$ cat src/rtl/ijtag_access_ctrl_if.sv
// Request/response handshake bundle for the IJTAG access sequencer.
// req_rst exists only when IJTAG_NET_RESET_EN is defined.
interface ijtag_access_ctrl_if #(
    parameter int MAX_LEN = 64,
    parameter int LW      = $clog2(MAX_LEN + 1)
);
    logic               req_valid;
    logic               req_ready;
    logic [LW-1:0]      req_len;
    logic [MAX_LEN-1:0] req_data;
    logic               req_capture;
`ifdef IJTAG_NET_RESET_EN
    logic               req_rst;
`endif
    logic               resp_valid;
    logic               resp_ready;
    logic [MAX_LEN-1:0] resp_data;

    modport master (
`ifdef IJTAG_NET_RESET_EN
        output req_rst,
`endif
        output req_valid, req_len, req_data, req_capture, resp_ready,
        input  req_ready, resp_valid, resp_data
    );

    modport slave (
`ifdef IJTAG_NET_RESET_EN
        input  req_rst,
`endif
        input  req_valid, req_len, req_data, req_capture, resp_ready,
        output req_ready, resp_valid, resp_data
    );
endinterface

$ cat src/rtl/ijtag_access_ctrl.sv
// Host-side IJTAG sequencer: capture / shift / update on the network root.
// Optional network-reset command enabled by macro IJTAG_NET_RESET_EN.
module ijtag_access_ctrl #(
    parameter int MAX_LEN = 64,
    parameter int LW      = $clog2(MAX_LEN + 1)
`ifdef IJTAG_NET_RESET_EN
    , parameter int RST_CYCLES = 4
`endif
) (
    input  logic                ijtag_tck,
    input  logic                ijtag_reset,
    ijtag_access_ctrl_if.slave  bus,
    output logic                ijtag_sel,
    output logic                ijtag_ce,
    output logic                ijtag_se,
    output logic                ijtag_ue,
    output logic                ijtag_si,
    input  logic                ijtag_so,
    output logic                ijtag_to_reset
);
    localparam int IW = (MAX_LEN > 1) ? $clog2(MAX_LEN) : 1;

    typedef enum logic [2:0] {
        IDLE, CAPTURE, SHIFT, UPDATE, RESP
`ifdef IJTAG_NET_RESET_EN
        , NRST
`endif
    } state_t;

    state_t             state, state_nx;
    logic [LW-1:0]      len, len_in, cnt, cnt_nx, idx, idx_nx;
    logic [MAX_LEN-1:0] data, sh_src;
    logic               acc, rst_q;

    always_ff @(posedge ijtag_tck) begin
        if (ijtag_reset) state <= IDLE;
        else             state <= state_nx;
    end

    always_comb begin
        len_in   = (bus.req_len > LW'(MAX_LEN)) ? LW'(MAX_LEN) : bus.req_len;
        acc      = (state == IDLE) && bus.req_valid && bus.req_ready;
        sh_src   = acc ? bus.req_data : data;
        state_nx = state;
        cnt_nx   = cnt;
        idx_nx   = idx;
        case (state)
            IDLE: if (acc) begin
`ifdef IJTAG_NET_RESET_EN
                if (bus.req_rst) begin
                    state_nx = NRST;
                    cnt_nx   = LW'(RST_CYCLES - 1);
                end else
`endif
                if (bus.req_capture) state_nx = CAPTURE;
                else if (len_in == '0) state_nx = UPDATE;
                else begin
                    state_nx = SHIFT;
                    cnt_nx   = len_in - LW'(1);
                    idx_nx   = '0;
                end
            end
            CAPTURE: begin
                if (len == '0) state_nx = UPDATE;
                else begin
                    state_nx = SHIFT;
                    cnt_nx   = len - LW'(1);
                    idx_nx   = '0;
                end
            end
            SHIFT: begin
                idx_nx = idx + LW'(1);
                if (cnt == '0) state_nx = UPDATE;
                else           cnt_nx   = cnt - LW'(1);
            end
            UPDATE: state_nx = RESP;
            RESP: if (bus.resp_valid && bus.resp_ready) state_nx = IDLE;
`ifdef IJTAG_NET_RESET_EN
            NRST: begin
                if (cnt == '0) state_nx = RESP;
                else           cnt_nx   = cnt - LW'(1);
            end
`endif
            default: state_nx = IDLE;
        endcase
    end

    // Controls are registered from the next state so they line up with the
    // state they belong to; resp_valid trails RESP entry by one cycle.
    always_ff @(posedge ijtag_tck) begin
        if (ijtag_reset) begin
            rst_q          <= 1'b1;
            len            <= '0;
            cnt            <= '0;
            idx            <= '0;
            data           <= '0;
            bus.req_ready  <= 1'b0;
            bus.resp_valid <= 1'b0;
            bus.resp_data  <= '0;
            ijtag_sel      <= 1'b0;
            ijtag_ce       <= 1'b0;
            ijtag_se       <= 1'b0;
            ijtag_ue       <= 1'b0;
            ijtag_si       <= 1'b0;
            ijtag_to_reset <= 1'b0;
        end else begin
            rst_q          <= 1'b0;
            cnt            <= cnt_nx;
            idx            <= idx_nx;
            bus.req_ready  <= (state_nx == IDLE);
            bus.resp_valid <= (state == RESP) && !(bus.resp_valid && bus.resp_ready);
            ijtag_sel      <= (state_nx == CAPTURE) || (state_nx == SHIFT) || (state_nx == UPDATE);
            ijtag_ce       <= (state_nx == CAPTURE);
            ijtag_se       <= (state_nx == SHIFT);
            ijtag_ue       <= (state_nx == UPDATE);
            ijtag_si       <= (state_nx == SHIFT) ? sh_src[idx_nx[IW-1:0]] : 1'b0;
`ifdef IJTAG_NET_RESET_EN
            ijtag_to_reset <= !rst_q && (state_nx != NRST);
`else
            ijtag_to_reset <= !rst_q;
`endif
            if (acc) begin
                len           <= len_in;
                data          <= bus.req_data;
                bus.resp_data <= '0;
            end
            if (state == SHIFT) bus.resp_data[idx[IW-1:0]] <= ijtag_so;
        end
    end
endmodule

$ cat src/flat_wrapper.sv
// flat-port wrapper written by rule: the top's interface ports become plain ports
module ijtag_access_ctrl_flat 
#(
    parameter int MAX_LEN = 64,
    parameter int LW      = $clog2(MAX_LEN + 1)

)
  (ijtag_tck, ijtag_reset, ijtag_sel, ijtag_ce, ijtag_se, ijtag_ue, ijtag_si, ijtag_so, ijtag_to_reset, bus_req_valid, bus_req_len, bus_req_data, bus_req_capture, bus_resp_ready, bus_req_ready, bus_resp_valid, bus_resp_data);
  ijtag_access_ctrl_if #(.MAX_LEN(MAX_LEN), .LW(LW)) bus_i ();
  input  logic ijtag_tck;
  input  logic ijtag_reset;
  output logic ijtag_sel;
  output logic ijtag_ce;
  output logic ijtag_se;
  output logic ijtag_ue;
  output logic ijtag_si;
  input  logic ijtag_so;
  output logic ijtag_to_reset;
  input wire logic [$bits(bus_i.req_valid)-1:0] bus_req_valid;
  input wire logic [$bits(bus_i.req_len)-1:0] bus_req_len;
  input wire logic [$bits(bus_i.req_data)-1:0] bus_req_data;
  input wire logic [$bits(bus_i.req_capture)-1:0] bus_req_capture;
  input wire logic [$bits(bus_i.resp_ready)-1:0] bus_resp_ready;
  output wire logic [$bits(bus_i.req_ready)-1:0] bus_req_ready;
  output wire logic [$bits(bus_i.resp_valid)-1:0] bus_resp_valid;
  output wire logic [$bits(bus_i.resp_data)-1:0] bus_resp_data;
  assign bus_i.req_valid = bus_req_valid;
  assign bus_i.req_len = bus_req_len;
  assign bus_i.req_data = bus_req_data;
  assign bus_i.req_capture = bus_req_capture;
  assign bus_i.resp_ready = bus_resp_ready;
  assign bus_req_ready = bus_i.req_ready;
  assign bus_resp_valid = bus_i.resp_valid;
  assign bus_resp_data = bus_i.resp_data;
  ijtag_access_ctrl #(.MAX_LEN(MAX_LEN), .LW(LW)) u_core (.ijtag_tck(ijtag_tck), .ijtag_reset(ijtag_reset), .bus(bus_i), .ijtag_sel(ijtag_sel), .ijtag_ce(ijtag_ce), .ijtag_se(ijtag_se), .ijtag_ue(ijtag_ue), .ijtag_si(ijtag_si), .ijtag_so(ijtag_so), .ijtag_to_reset(ijtag_to_reset));
endmodule
$ cat config.mk
export PLATFORM = sky130hd
export DESIGN_NAME = ijtag_access_ctrl_flat
export DESIGN_NICKNAME = d
export VERILOG_FILES = /design/src/rtl/ijtag_access_ctrl_if.sv /design/src/rtl/ijtag_access_ctrl.sv /design/src/flat_wrapper.sv
export SDC_FILE = /design/constraint.sdc
export NUM_CORES = 1
export LEC_CHECK = 0
export ABC_AREA = 1
export ABC_CLOCK_PERIOD_IN_PS = 5500
export CORE_MARGIN = 2
export CORE_UTILIZATION = 55
export DETAILED_ROUTE_END_ITERATION = 16
export PLACE_DENSITY = 0.87
export SLEW_MARGIN = 20
export SYNTH_ARGS = -nofsm -noshare
export SYNTH_HDL_FRONTEND = slang
export SYNTH_SLANG_ARGS = --single-unit
$ cat constraint.sdc
create_clock -name ijtag_tck -period 5.5 [get_ports ijtag_tck]
set_clock_uncertainty 0.1 [all_clocks]
set_input_delay 1.1 -clock ijtag_tck [delete_from_list [all_inputs] [get_ports ijtag_tck]]
set_output_delay 1.1 -clock ijtag_tck [all_outputs]
set_load 0.1 [all_outputs]
==> results of run 1 <==
## sequential cells by signal (all words and copies together) (netlist names)
register               cells
u_core.bus.resp_data      64
u_core.rst_q               1
u_core.cnt                 7
u_core.idx                 6
u_core.data               64
u_core.ijtag_se            1
u_core.state               3
u_core.ijtag_si            1
u_core.bus.resp_valid      1
u_core.len                 7
u_core.bus.req_ready       1
u_core.ijtag_to_reset      1
u_core.ijtag_sel           1
u_core.ijtag_ce            1
u_core.ijtag_ue            1
## Yosys cell counts (all sizes together) (3+ instances only)
cell / count / area (um^2)
nand2: 169 / 662
o21ai: 60 / 300
inv: 59 / 221
a211oi: 3 / 22.5
o221ai: 4 / 35.0
a22oi: 17 / 128
nand3: 88 / 445
a311oi: 16 / 140
nor2: 120 / 473
nor4: 3 / 25.0
mux2i: 64 / 641
o31ai: 8 / 60.1
clkbuf: 30 / 113
a21oi: 59 / 314
buf: 25 / 155
dfxtp: 160 / 3200
nor3: 11 / 87.6
## cell families after synthesis
kind of cell | count (synthesis) | synth area share [%]
AND/OR/NAND/NOR | 394 | 23.8
AO/OA/AOI/OAI | 175 | 15.1
flip-flops | 160 | 44.5
buffers and inverters | 115 | 6.85
multiplexers | 64 | 8.91
XOR/XNOR | 4 | 0.487
adder cells (fa/ha/maj) | 2 | 0.348
## layout by cell type (no fill, tap or decap), drive strengths merged
cell,netlist,routed
dfxtp,160,160
a21oi,59,59
mux2i,64,64
nand3,88,88
o21ai,60,60
bufinv,0,5
nand2,169,169
nand4,2,2
clkinv,1,4
o21bai,1,1
a21boi,1,1
o221ai,4,4
nor2,120,120
nor3,11,11
nor4,3,3
xnor2,2,2
clkbuf,30,22
xor2,2,2
a311oi,16,16
o31ai,8,8
buf,25,8
ha,2,2
inv,59,59
o211ai,2,2
a22oi,17,17
clkinvlp,0,2
a211oi,3,3
o22ai,2,2
and3,1,1
a31oi,2,2
clkdlybuf4s50,0,147
## worst max-delay path: stages
cell and delay [ns]:
clkdlybuf4s50_1 0.45, nand2_1 0.04, inv_1 0.11, nand3_4 0.09, nor2_2 0.13, nand2_1 0.10, nand2_2 0.08, nand2_4 0.10
nand2_4 0.20, nand2_4 0.26, inv_2 0.35, nand2_1 0.12, nand3_1 0.09, nand3_1 0.07, nand3_1 0.11, nand3_1 0.09
nand3_1 0.09, a21oi_1 0.07
## per-stage QoR
step | cells | hold WS, ns | area [um^2]
2_1_floorplan | 914 | 0.263 | 7190
3_3_place_gp | 1186 | 0.264 | 8680
3_5_place_dp | 1186 | 0.267 | 8680
4_1_cts | 1218 | 0.276 | 9340
5_1_grt | 1218 | 0.286 | 9350
6_report | 1218 | 0.275 | 9350
## worst paths after layout
kind | cells past startpoint | start | endpoint
setup / recovery | 18 | bus_req_valid | u_core.ijtag_si$_SDFF_PP0_
hold / removal | 1 | u_core.rst_q$_DFF_P_ | u_core.ijtag_to_reset$_SDFF_PP0_
hold reg to reg | 1 | u_core.rst_q$_DFF_P_ | u_core.ijtag_to_reset$_SDFF_PP0_
setup reg to reg | 14 | u_core.state[1]$_SDFF_PP0_ | u_core.ijtag_si$_SDFF_PP0_
## final cells by class
type	count	area (um^2)	share of cell area [%]
clock inverters	10	180	1.93
flip-flops and latches	160	3200	34.3
multi-input cells	639	3510	37.5
well taps	172	215	2.30
clock buffers	22	484	5.18
inverters	60	225	2.41
repair buffers	155	1540	16.4
## per-layer routing
layer  share of wire [%]  wire [um]  GRT usage (%)  vias to the layer above
met2                  49       9470           45.9                      297
met5                   0          0              0                        -
li1                    -          -              -                     3330
met3                 6.7       1300           6.13                       44
met1                  42       8190           35.2                     3239
met4                 2.2        436           9.49                        0
## power breakdown
part	total, mW	leakage (nW)	switching, mW	internal [mW]
Sequential	1.33	1.30	0.0528	1.27
Clock	1.31	0.322	0.458	0.851
Combinational	1.31	2.32	0.887	0.428
==> metrics.txt, run 1 <==
# setup viols final=0; area grow syn2layout=30.0%; Nets=1112; CP arrival=3.67 ns; pin count of the biggest net entering global routing=81; IO Count=149; crit end category=flip-flop; share of layout cells above drive strength 1=7.36%; filler instances=936; EDFF count, synth=0; Fmax=289 MHz; Worst slew margin=30.3%; syn_nets=993; final hold vios=0; Leak Pwr=3.94 nW; dpl ws=1.58 ns; global placer's final weighted congestion=0.910; global-route wire length before repair=31600 um; Cell Area, Synth=0.00719 mm^2; mean post-synth cell area=7.87 um^2; GRT Util Overall=27.6%; max-cap viol count=0; CTS Root Cell=clkbuf_16; initial antenna violation count=0; Yosys warning count=0; DP Wirelength=12900 um; DRT Wirelength=19400 um; via count=6910; post-cts hold buffer count=0; vias in the first global route=6528; Initial Utilization=56.8%; CP Max Fanout=33; gr ovfl total=0; Final ANT Viol Nets=0; CTS buffer count=17; crit share post-route=62.9%; top_reg_cell synth=dfxtp_1; PwrDens=422 mW/mm^2; Req. time, crit path=5.71 ns; fin crit period=3.46 ns; n_diodes=0; DR pass1 iterations=6; RSZ-0062 raised after global routing=false; drt wl/cell=15.9 um; # port buffers=148; total power=3.95 mW; CP Class=primary input to flip-flop; Synth Register Bits=160; final worst setup slack=2.04 ns; residual DRC count=0; outcome=completed; clock buffer depth=2; min-delay worst type=flip-flop to flip-flop; CTS Sinks=160; CTS tree=done; DRT iter0 DRCs=868; post-CTS sizing=0; Placement Rows=41; setup TNS=0 ns; chip width=118 um; Skew-Pair Late Insertion Delay=0.43 ns; Post-CTS Setup Bufs=0; Async S/R FF share, synth=0%; clock slew at reported path FFs=0.06 ns; worst-margin pin slew=1.04 ns; sequential element share of the synthesized area=44.5%; Peak VDD IR=248 uV; Chip Height=118 um; Clock H-tree levels=4; Worst Setup Start Kind=primary input; Die ar.=0.0140 mm^2; fin. max-slew vios=0; vias per cell=5.67; reg2reg setup slack=2.43 ns; Mapped Cells=914; CORE AREA=0.0127 mm^2; Yosys cell types=46; Final Util=73.8%
Note: power is estimated with default switching activity, not from simulation.
==> run 2, diff against run 1 <==
ABC_CLOCK_PERIOD_IN_PS = 3300   (was 5500)
CORE_UTILIZATION = 51   (was 55)
PLACE_DENSITY = 0.82   (was 0.87)
clock period = 3.3 ns   (was 5.5 ns; I/O delays follow)
==> metrics.txt, run 2 (synthesized netlist as in run 1, its figures left out) <==
final instance area=0.00924 mm^2 (-1.2%); final hold vios=0 (unchanged); RSZ-0062 raised after global routing=false; CORE AREA=0.0138 mm^2 (+9.1%); sequential share of power=33.9% (+0.3 points); residual DRC count=0 (unchanged); pin count of the biggest net entering global routing=85 (+4.9%); vias in the first global route=6102 (-6.5%); gr ovfl total=0 (unchanged); Skew-Pair Late Insertion Delay=0.42 ns (about the same); drt wl/cell=15.3 um (-4.0%); Gate power share=33.5% (+0.2 points); clock power share=32.6% (-0.5 points); initial antenna violation count=0 (unchanged); Reg2Reg Depth=14 (unchanged); Leak Pwr=4.12 nW (+4.8%); RR Endpoint=u_core.ijtag_si$_SDFF_PP0_; Post-CTS Setup Bufs=0 (unchanged); Psw=2.31 mW (+65%); Initial Utilization=52.0% (-4.7 points); max-cap viol count=0 (unchanged); CTS buffer count=17 (unchanged); Final Util=66.8% (-7.0 points); CTS tree=done; clock slew at reported path FFs=0.06 ns (about the same); clock buffer depth=2 (unchanged); outcome=completed; Pint=4.21 mW (+65%); vias per cell=5.46 (-3.7%); reg2reg setup slack=0.72 ns (-1.71 ns); hold path start=u_core.rst_q$_DFF_P_; CTS Root Cell=clkbuf_16; Nets=1123 (+0.99%); post-CTS sizing=0 (unchanged); DP Wirelength=12900 um (-0.41%); top flop regs=u_core.bus.resp_data (64), u_core.data (64); global-route wire length before repair=30400 um (-3.9%); via count=6757 (-2.2%); Req. time, crit path=3.56 ns (-2.15 ns); Die ar.=0.0151 mm^2 (+7.6%); CP Max Fanout=9 (-73%); Final ANT Viol Nets=0 (unchanged); DR pass1 iterations=5 (-1); fin. max-slew vios=0 (unchanged); n_diodes=0 (unchanged); Fmax=381 MHz; Net Sw Frac=35.4% (+0.039 points); CP Class=primary input to flip-flop; share of layout cells above drive strength 1=14.8% (+7.4 points); GRT Util Overall=25.7% (-1.9 points); area grow syn2layout=28.5%; PwrDens=706 mW/mm^2 (+67%); reg2reg start=u_core.state[0]$_SDFF_PP0_; commonest non-fill, non-tap cell in the layout=nand2_1; worst-margin pin slew=0.939 ns (-0.0981 ns); IO Count=149 (unchanged); dpl cell area=0.00860 mm^2 (-0.87%); DRT Wirelength=18900 um (-2.5%); Clock H-tree levels=4 (unchanged); Chip Height=123 um (+3.7%); commonest cells after routing, fill and taps aside=nand2_1 (164), dfxtp_1 (160), nor2_1 (113); crit share post-route=79.6%; fin crit period=2.63 ns; chip width=123 um (+3.7%); # setup viols final=0 (unchanged); Worst slew margin=36.8% (+6.6 points); Placement Rows=43 (+4.9%); post-cts hold buffer count=0 (unchanged); crit end category=flip-flop; Worst Setup Start Kind=primary input; DRT iter0 DRCs=611 (-30%); CP arrival=2.88 ns (-0.79 ns); setup TNS=0 ns (unchanged); global placer's final weighted congestion=0.906 (-0.44%); Peak VDD IR=431 uV (+74%); # port buffers=148 (unchanged); WHS Path Cells=1 (unchanged); WHS Endpoint=u_core.ijtag_to_reset$_SDFF_PP0_; min-delay worst type=flip-flop to flip-flop; CTS Sinks=160 (unchanged)
==> run 2: layout make-up <==
type	instances	area (um^2)
clock inverter	11	186
inverter	60	225
fill	1150	4590
multi-input combinational	639	3500
sequential	160	3200
clock buffer	21	450
tap	180	225
timing repair buffer	166	1450
==> run 2: how the worst max path moves through the flow <==
| stage | startpoint | endpoint | slack, ns |
|---|---|---|---|
| final | bus_req_len[5] | u_core.ijtag_si$_SDFF_PP0_ | 0.67 |
| after global routing | u_core.state[1]$_SDFF_PP0_ | u_core.ijtag_si$_SDFF_PP0_ | 0.47 |
| after CTS | bus_req_len[5] | u_core.ijtag_si$_SDFF_PP0_ | 0.73 |
| after detailed placement | bus_req_len[5] | u_core.ijtag_si$_SDFF_PP0_ | 0.30 |
| after global placement | bus_req_valid | u_core.ijtag_si$_SDFF_PP0_ | 0.38 |
| after floorplan | u_core.bus.req_ready$_SDFF_PP0_ | u_core.ijtag_si$_SDFF_PP0_ | 0.69 |
==> run 2: worst max-delay path, stage by stage <==
cell	delay, ns
clkdlybuf4s50_1	0.45
nor2_1	0.17
nand4_1	0.12
nand2_1	0.11
nand2_2	0.07
nand2_4	0.13
inv_2	0.07
o22ai_2	0.33
inv_2	0.19
nand3_1	0.16
nand3_1	0.09
nand3_1	0.09
nand3_1	0.08
a21oi_1	0.14
==> run 2: power groups by stage <==
stage	clock (mW)	sequential [mW]	combinational, mW
6_report	2.13	2.21	2.19
3_3_place_gp	0	2.24	2.13
4_1_cts	2.16	2.21	2.17
2_1_floorplan	0	2.46	1.50
3_5_place_dp	0	2.25	2.16
5_1_grt	2.23	2.22	2.42
==> run 2: per-layer routing <==
| layer | up-vias | track usage (%) | routed length, um |
|---|---|---|---|
| met3 | 26 | 5.16 | 1140 |
| met4 | 0 | 8.12 | 275 |
| met5 | - | 0 | 0 |
| met2 | 240 | 41.5 | 9170 |
| li1 | 3354 | - | - |
| met1 | 3137 | 34.4 | 8330 |
==> run 2: metrics by stage <==
| stage | hold slack, ns | setup slack (ns) | cells | power [mW] |
|---|---|---|---|---|
| 2_1_floorplan | 0.263 | 0.688 | 914 | 3.97 |
| 3_5_place_dp | 0.265 | 0.302 | 1205 | 4.41 |
| 5_1_grt | 0.290 | 0.468 | 1237 | 6.88 |
| 3_3_place_gp | 0.265 | 0.375 | 1205 | 4.37 |
| 6_report | 0.274 | 0.674 | 1237 | 6.52 |
| 4_1_cts | 0.274 | 0.726 | 1237 | 6.54 |
==> RTL change 1 (config.mk and constraints of run 2) <==
`MAX_LEN` is set to 64 in 3 places; all go to 256.
--- a/src/rtl/ijtag_access_ctrl_if.sv
+++ b/src/rtl/ijtag_access_ctrl_if.sv
@@ -3,3 +3,3 @@
 interface ijtag_access_ctrl_if #(
-    parameter int MAX_LEN = 64,
+    parameter int MAX_LEN = 256,
     parameter int LW      = $clog2(MAX_LEN + 1)
--- a/src/rtl/ijtag_access_ctrl.sv
+++ b/src/rtl/ijtag_access_ctrl.sv
@@ -3,3 +3,3 @@
 module ijtag_access_ctrl #(
-    parameter int MAX_LEN = 64,
+    parameter int MAX_LEN = 256,
     parameter int LW      = $clog2(MAX_LEN + 1)
--- a/src/flat_wrapper.sv
+++ b/src/flat_wrapper.sv
@@ -3,3 +3,3 @@
 #(
-    parameter int MAX_LEN = 64,
+    parameter int MAX_LEN = 256,
     parameter int LW      = $clog2(MAX_LEN + 1)
Ports: changed (resized bus_req_data, bus_req_len and bus_resp_data); port bits go from 149 to 535. No check against the original RTL was run, so the function may have changed too.
==> RTL change 1 against run 2 <==
- power rose to 3.7 times the old value
- routed wire length rose to 4.6 times the old value
- worst setup slack worse by 0.46 ns
- non-clock buffer count up 619
- sequential cell count up 390
- register-to-register slack worse by 0.45 ns
- first-iteration DRC count rose to 4.7 times the old value
- final area rose to 3.5 times the old value
- synthesized area rose to 3.3 times the old value
- global-route usage up 8.8 points
- worst hold slack worse by 0.080 ns
- critical endpoint unchanged
- maximum frequency down 15%
- count of clock-buffer cells in the layout up 53
- die area rose to 3.2 times the old value
==> RTL change 1: results (changes against run 2) <==
RUN_STATUS='finished clean'  # unchanged
DP_HPWL_MM=59.8  # was 12.9 mm
POSTSYNTHCELLCOUNT=2732  # was 914
MAXIMUM_VDD_DROP_uV=585  # was 431 µV
PLACE.GP.CONGESTION=0.987  # was 0.906
MAPPEDNETLISTNETS=3008  # was 993
PLACEMENT.CELL_AREA_MM2=0.0304  # was 0.00860 mm²
VIAS=24100  # was 6757
CRIT_PATH_MAX_INCR_DELAY_NS=0.47  # was 0.45 ns
SYNTH_COMPOUND_GATE_AREA_SHARE=0.189  # was 0.151
LARGEST_REGISTERS='u_core.bus.resp_data x256, u_core.data x256'  # was u_core.bus.resp_data x64, u_core.data x64
WL_MET2_MM=38.5  # was 9.17 mm
YOSYS-MUX-AREA-FRACTION=0.108  # was 0.0891
GROUTE.USAGE.OVERALL=0.344  # was 0.257
NETLIST-CELL-TYPE-COUNT=40  # was 46
CELL_COUNT_AFTER_PLACEMENT=3833  # was 1205
RELSLEWSLACK=0.286  # was 0.368
FINALHOLDWORSTSLACK_NS=0.193  # was 0.274 ns
MET1_LENGTH_MM=34.3  # was 8.33 mm
INSERTION_DELAY_NS=0.63  # was 0.42 ns
GRT_ANTENNA_BEFORE_REPAIR=18  # was 0
GRT_START_MAX_NET_PINS=220  # was 85
POST_SYNTH_FA_HA_MAJ_AREA_FRACTION=0.00264  # was 0.00348
CTS_MADE_BUFFERS=55  # was 17
FINAL_NET_COUNT=3559  # was 1123
WL_MET3_MM=8.25  # was 1.14 mm
WORSTSETUPSTARTPOINT='bus_req_len[7]'  # was bus_req_len[5]
DRT_FIRST_ITER_VIOLATIONS=2853  # was 611
GR-USAGE-MET2=0.523  # was 0.415
FINALCRITICALPERIOD_NS=3.08  # was 2.63 ns
PRE_CTS_SLACK_NS=-0.378  # was 0.302 ns
TIMING.HOLD.WORST.START='ijtag_reset'  # was u_core.rst_q
CTS_MAX_LEVEL=2  # was 4
CRIT_FANOUT=25  # was 9
TIMING.REG2REG.SETUP_SLACK_NS=0.27  # was 0.72 ns
HOLD-PATH-ENDPOINT='u_core.rst_q'  # was u_core.ijtag_to_reset
DRIVE_ABOVE_1_SHARE=0.197  # was 0.148
SYNTHTOPCELLSBYCOUNT='dfxtp_1, nor2_1, nand2_1'  # was nand2_1, dfxtp_1, nor2_1
DETAIL_ROUTE.WL_PER_CELL_UM=22.1  # was 15.3 µm
GLOBALROUTEMET3UTIL=0.0747  # was 0.0516
FIRST_PASS_ITERS=8  # was 5
-- RTL change 1: cell count changes after synthesis, sizes merged, moves of 188 or more --
cell | before | now
dfxtp | 160 | 550
nor2 | 120 | 346
a311oi | 16 | 240
a22oi | 17 | 240
clkbuf | 30 | 229
mux2i | 64 | 256
nand3 | 88 | 276
-- RTL change 1: kinds of logic (layout without fill, tap and decap cells) --
group	count (synthesis)	in the layout
compound gates	577	577
buf+inv	376	971
fa+ha+maj	5	5
mux	256	256
simple gates	961	961
other cells	0	18
xor+xnor	7	7
flops	550	550
-- RTL change 1: report_power, final --
group	switching, W	internal, W
Clock	0.00277	0.00403
Sequential	0.000200	0.00725
Combinational	0.00596	0.00387
-- RTL change 1: layout make-up --
cell class,count,area (µm²)
multi-input combinational,1806,11300
fill,3480,13900
inverter,85,329
clock buffer,74,1520
tap,607,759
sequential,550,11000
timing repair buffer,785,6960
antenna,18,45.0
clock inverter,27,428
==> RTL change 2 (config.mk and constraints of run 2) <==
Made on the original files. Make the reset (`ijtag_reset`) asynchronous in 2 clocked blocks.
--- a/src/rtl/ijtag_access_ctrl.sv
+++ b/src/rtl/ijtag_access_ctrl.sv
@@ -34,3 +34,3 @@
 
-    always_ff @(posedge ijtag_tck) begin
+    always_ff @(posedge ijtag_tck or posedge ijtag_reset) begin
         if (ijtag_reset) state <= IDLE;
@@ -89,3 +89,3 @@
     // state they belong to; resp_valid trails RESP entry by one cycle.
-    always_ff @(posedge ijtag_tck) begin
+    always_ff @(posedge ijtag_tck or posedge ijtag_reset) begin
         if (ijtag_reset) begin
Function: differs if ijtag_reset is asserted again (counterexample within 4 cycles, from zero or initial values and one cycle with ijtag_reset high); with ijtag_reset held inactive, the same outputs for 10 cycles.
==> RTL change 2 against run 2 <==
- register-to-register slack better by 0.15 ns
- sequential share of layout area is 6.9 points higher
- final area is 4.2% higher
- global-route usage is 0.45 points lower
- worst setup slack better by 0.033 ns
- routed wire length is 2.9% higher
- first-iteration DRC count is 16% higher
- maximum frequency is 1.3% higher
- synthesized area is 5.3% higher
- sequential cell count stayed put
Power is not compared: it rests on default switching activity, and its combinational part moved more than twofold at a synthesized area within 25%.
==> RTL change 2: results (changes against run 2) <==
FINALHOLDWORSTSLACK_NS=0.322  # was 0.274 ns
INSERTEDDIODECOUNT=0  # unchanged
PORT_BUFFERS=148  # unchanged
PATH_CLK_SLEW_NS=0.06  # about the same
CTS_MADE_BUFFERS=17  # unchanged
FMAX_MHz=386  # was 381 MHz
VIAS=6810  # was 6757
POST_SYNTH_FA_HA_MAJ_AREA_FRACTION=0.00330  # was 0.00348
RUN_STATUS='finished clean'  # unchanged
SYNTHTOPCELLSBYCOUNT='nand2_1, dfrtp_1, nand3_1'  # was nand2_1, dfxtp_1, nor2_1
POST_CTS_BUFFERS=0  # unchanged
DP_HPWL_MM=13.6  # was 12.9 mm
GRT_START_MAX_NET_PINS=81  # was 85
GR-USAGE-MET2=0.398  # was 0.415
GRT_ANTENNA_BEFORE_REPAIR=0  # unchanged
TIMING.REG2REG.SETUP_SLACK_NS=0.87  # was 0.72 ns
FIRST_PASS_GRT_WIRE_LENGTH_MM=32.3  # was 30.4 mm
HOLD_VIOL=0  # unchanged
NETLIST-CELL-TYPE-COUNT=48  # was 46
GLOBALROUTEMET1UTIL=0.366  # was 0.344
WORST_HOLD_PATH_TYPE='reg -> reg'  # unchanged
GLOBALROUTEMET3UTIL=0.0399  # was 0.0516
RELSLEWSLACK=0.301  # was 0.368
FIRST_GLOBAL_VIAS=6339  # was 6102
SYNTH_SEQUENTIAL_AREA_RATIO=0.529  # was 0.445
SYNTH_XOR_AREA_FRAC=0.00578  # was 0.00487
POST_CTS_REPAIR_RESIZE_COUNT=0  # unchanged
P_LEAK_nW=4.76
CLOCKBUFFERDEPTH=2  # unchanged
CLOCKROOTBUFFER='clkbuf_16'  # unchanged
DRIVE_ABOVE_1_SHARE=0.162  # was 0.148
FINAL_NET_COUNT=1125  # was 1123
FIRST_PASS_ITERS=6  # was 5
CRIT_FANOUT=80  # was 9
INSERTION_DELAY_NS=0.43
DRT_FIRST_ITER_VIOLATIONS=710  # was 611
ASYNC_RESET_FF_FRAC=1.00  # was 0
SYNTHESIS.YOSYS.WARNINGS=0  # unchanged
DETAIL_ROUTE.WL_PER_CELL_UM=15.6  # was 15.3 µm
LARGEST_REGISTERS='u_core.bus.resp_data x64, u_core.data x64'  # unchanged
SYNTH_COMPOUND_GATE_AREA_SHARE=0.0814  # was 0.151
SYNTH_TOP_CELLS_BY_AREA='dfrtp_1, nand2_1, nand3_1, o21ai_0, inv_1'  # was dfxtp_1, mux2i_1, nand2_1, nand3_1, nor2_1
CTS_MAX_LEVEL=4  # unchanged
CRITICAL_PATH_ARRIVAL_NS=2.81  # was 2.88 ns
GROUTE.USAGE.OVERALL=0.252  # was 0.257
YOSYS-MUX-AREA-FRACTION=0.0173  # was 0.0891
PRE_CTS_SLACK_NS=0.227  # was 0.302 ns
PLACE.GP.CONGESTION=0.905  # was 0.906
MAPPEDNETLISTNETS=975  # was 993
MAXIMUM_VDD_DROP_uV=615
RTL change 2: changes by cell type after synthesis, sizes merged, moves of 8 or more:
cell | run 2 | this run
a21oi | 59 | 11
a22oi | 17 | 0
a311oi | 16 | 0
clkbuf | 30 | 8
dfrtp | 0 | 159
dfxtp | 160 | 0
inv | 59 | 67
mux2i | 64 | 12
nand2 | 169 | 307
nand3 | 88 | 135
nor2 | 120 | 26
o21ai | 60 | 84
o31ai | 8 | 0
or2 | 0 | 10
RTL change 2: critical path, cell delays in order:
cell and delay, ns:
clkdlybuf4s50_1 0.39, nand2_1 0.06, inv_1 0.06, nand3_4 0.07, buf_12 0.30, inv_2 0.13, buf_4 0.19, o21ai_0 0.25
nand3_1 0.12, nand2_1 0.08, nand2_1 0.04, nand3_1 0.06, nand3_1 0.07, nand3_1 0.09, nand3_1 0.07, nand2_1 0.07
nor2_1 0.04
RTL change 2: cell families (layout without fill, tap and decap cells):
group / after synthesis / after routing
xor gates and xnor gates: 5 / 5
DFF: 160 / 160
muxes: 13 / 13
other: 1 / 1
adders and majority gates: 2 / 2
and+or+nand+nor: 495 / 495
AOI/OAI and AO/OA: 111 / 111
buffers and inverters: 109 / 272
RTL change 2: power by group:
group | total (W) | internal [W] | switching [W]
Sequential | 0.00285 | 0.00256 | 0.000292
Combinational | 0.00455 | 0.00140 | 0.00315
Clock | 0.00183 | 0.000991 | 0.000837
Total | 0.00923 | 0.00495 | 0.00428
RTL change 2: final timing paths:
| kind | from | to | cells past startpoint |
|---|---|---|---|
| max | bus_req_valid | u_core.ijtag_si | 17 |
| max reg2reg | u_core.state[1] | u_core.cnt[6] | 12 |
| min reg2reg | u_core.rst_q | u_core.ijtag_to_reset | 1 |
| max in group asynchronous | ijtag_reset | u_core.bus.resp_data[7] | 3 |
| min in group asynchronous | ijtag_reset | u_core.bus.resp_data[51] | 2 |
| min | u_core.rst_q | u_core.ijtag_to_reset | 1 |
RTL change 2: cell type report:
cell class | instances | area (µm²)
clock buffer | 18 | 439
clock inverter | 14 | 105
multi-input combinational | 627 | 3050
fill | 1202 | 4910
tap | 184 | 230
timing repair buffer | 171 | 1520
sequential | 160 | 4010
inverter | 69 | 272
RTL change 2: per-stage QoR:
step / area (µm²) / std cells
6_report: 9630 / 1243
5_1_grt: 9630 / 1243
4_1_cts: 9630 / 1243
3_5_place_dp: 9080 / 1211
3_3_place_gp: 9080 / 1211
2_1_floorplan: 7580 / 896
RTL change 2: metal layers:
metal / vias to the layer above / wire length [µm]
met1: 3243 / 8740
met5: - / 0
li1: 3237 / -
met2: 306 / 9060
met4: 0 / 247
met3: 24 / 1400
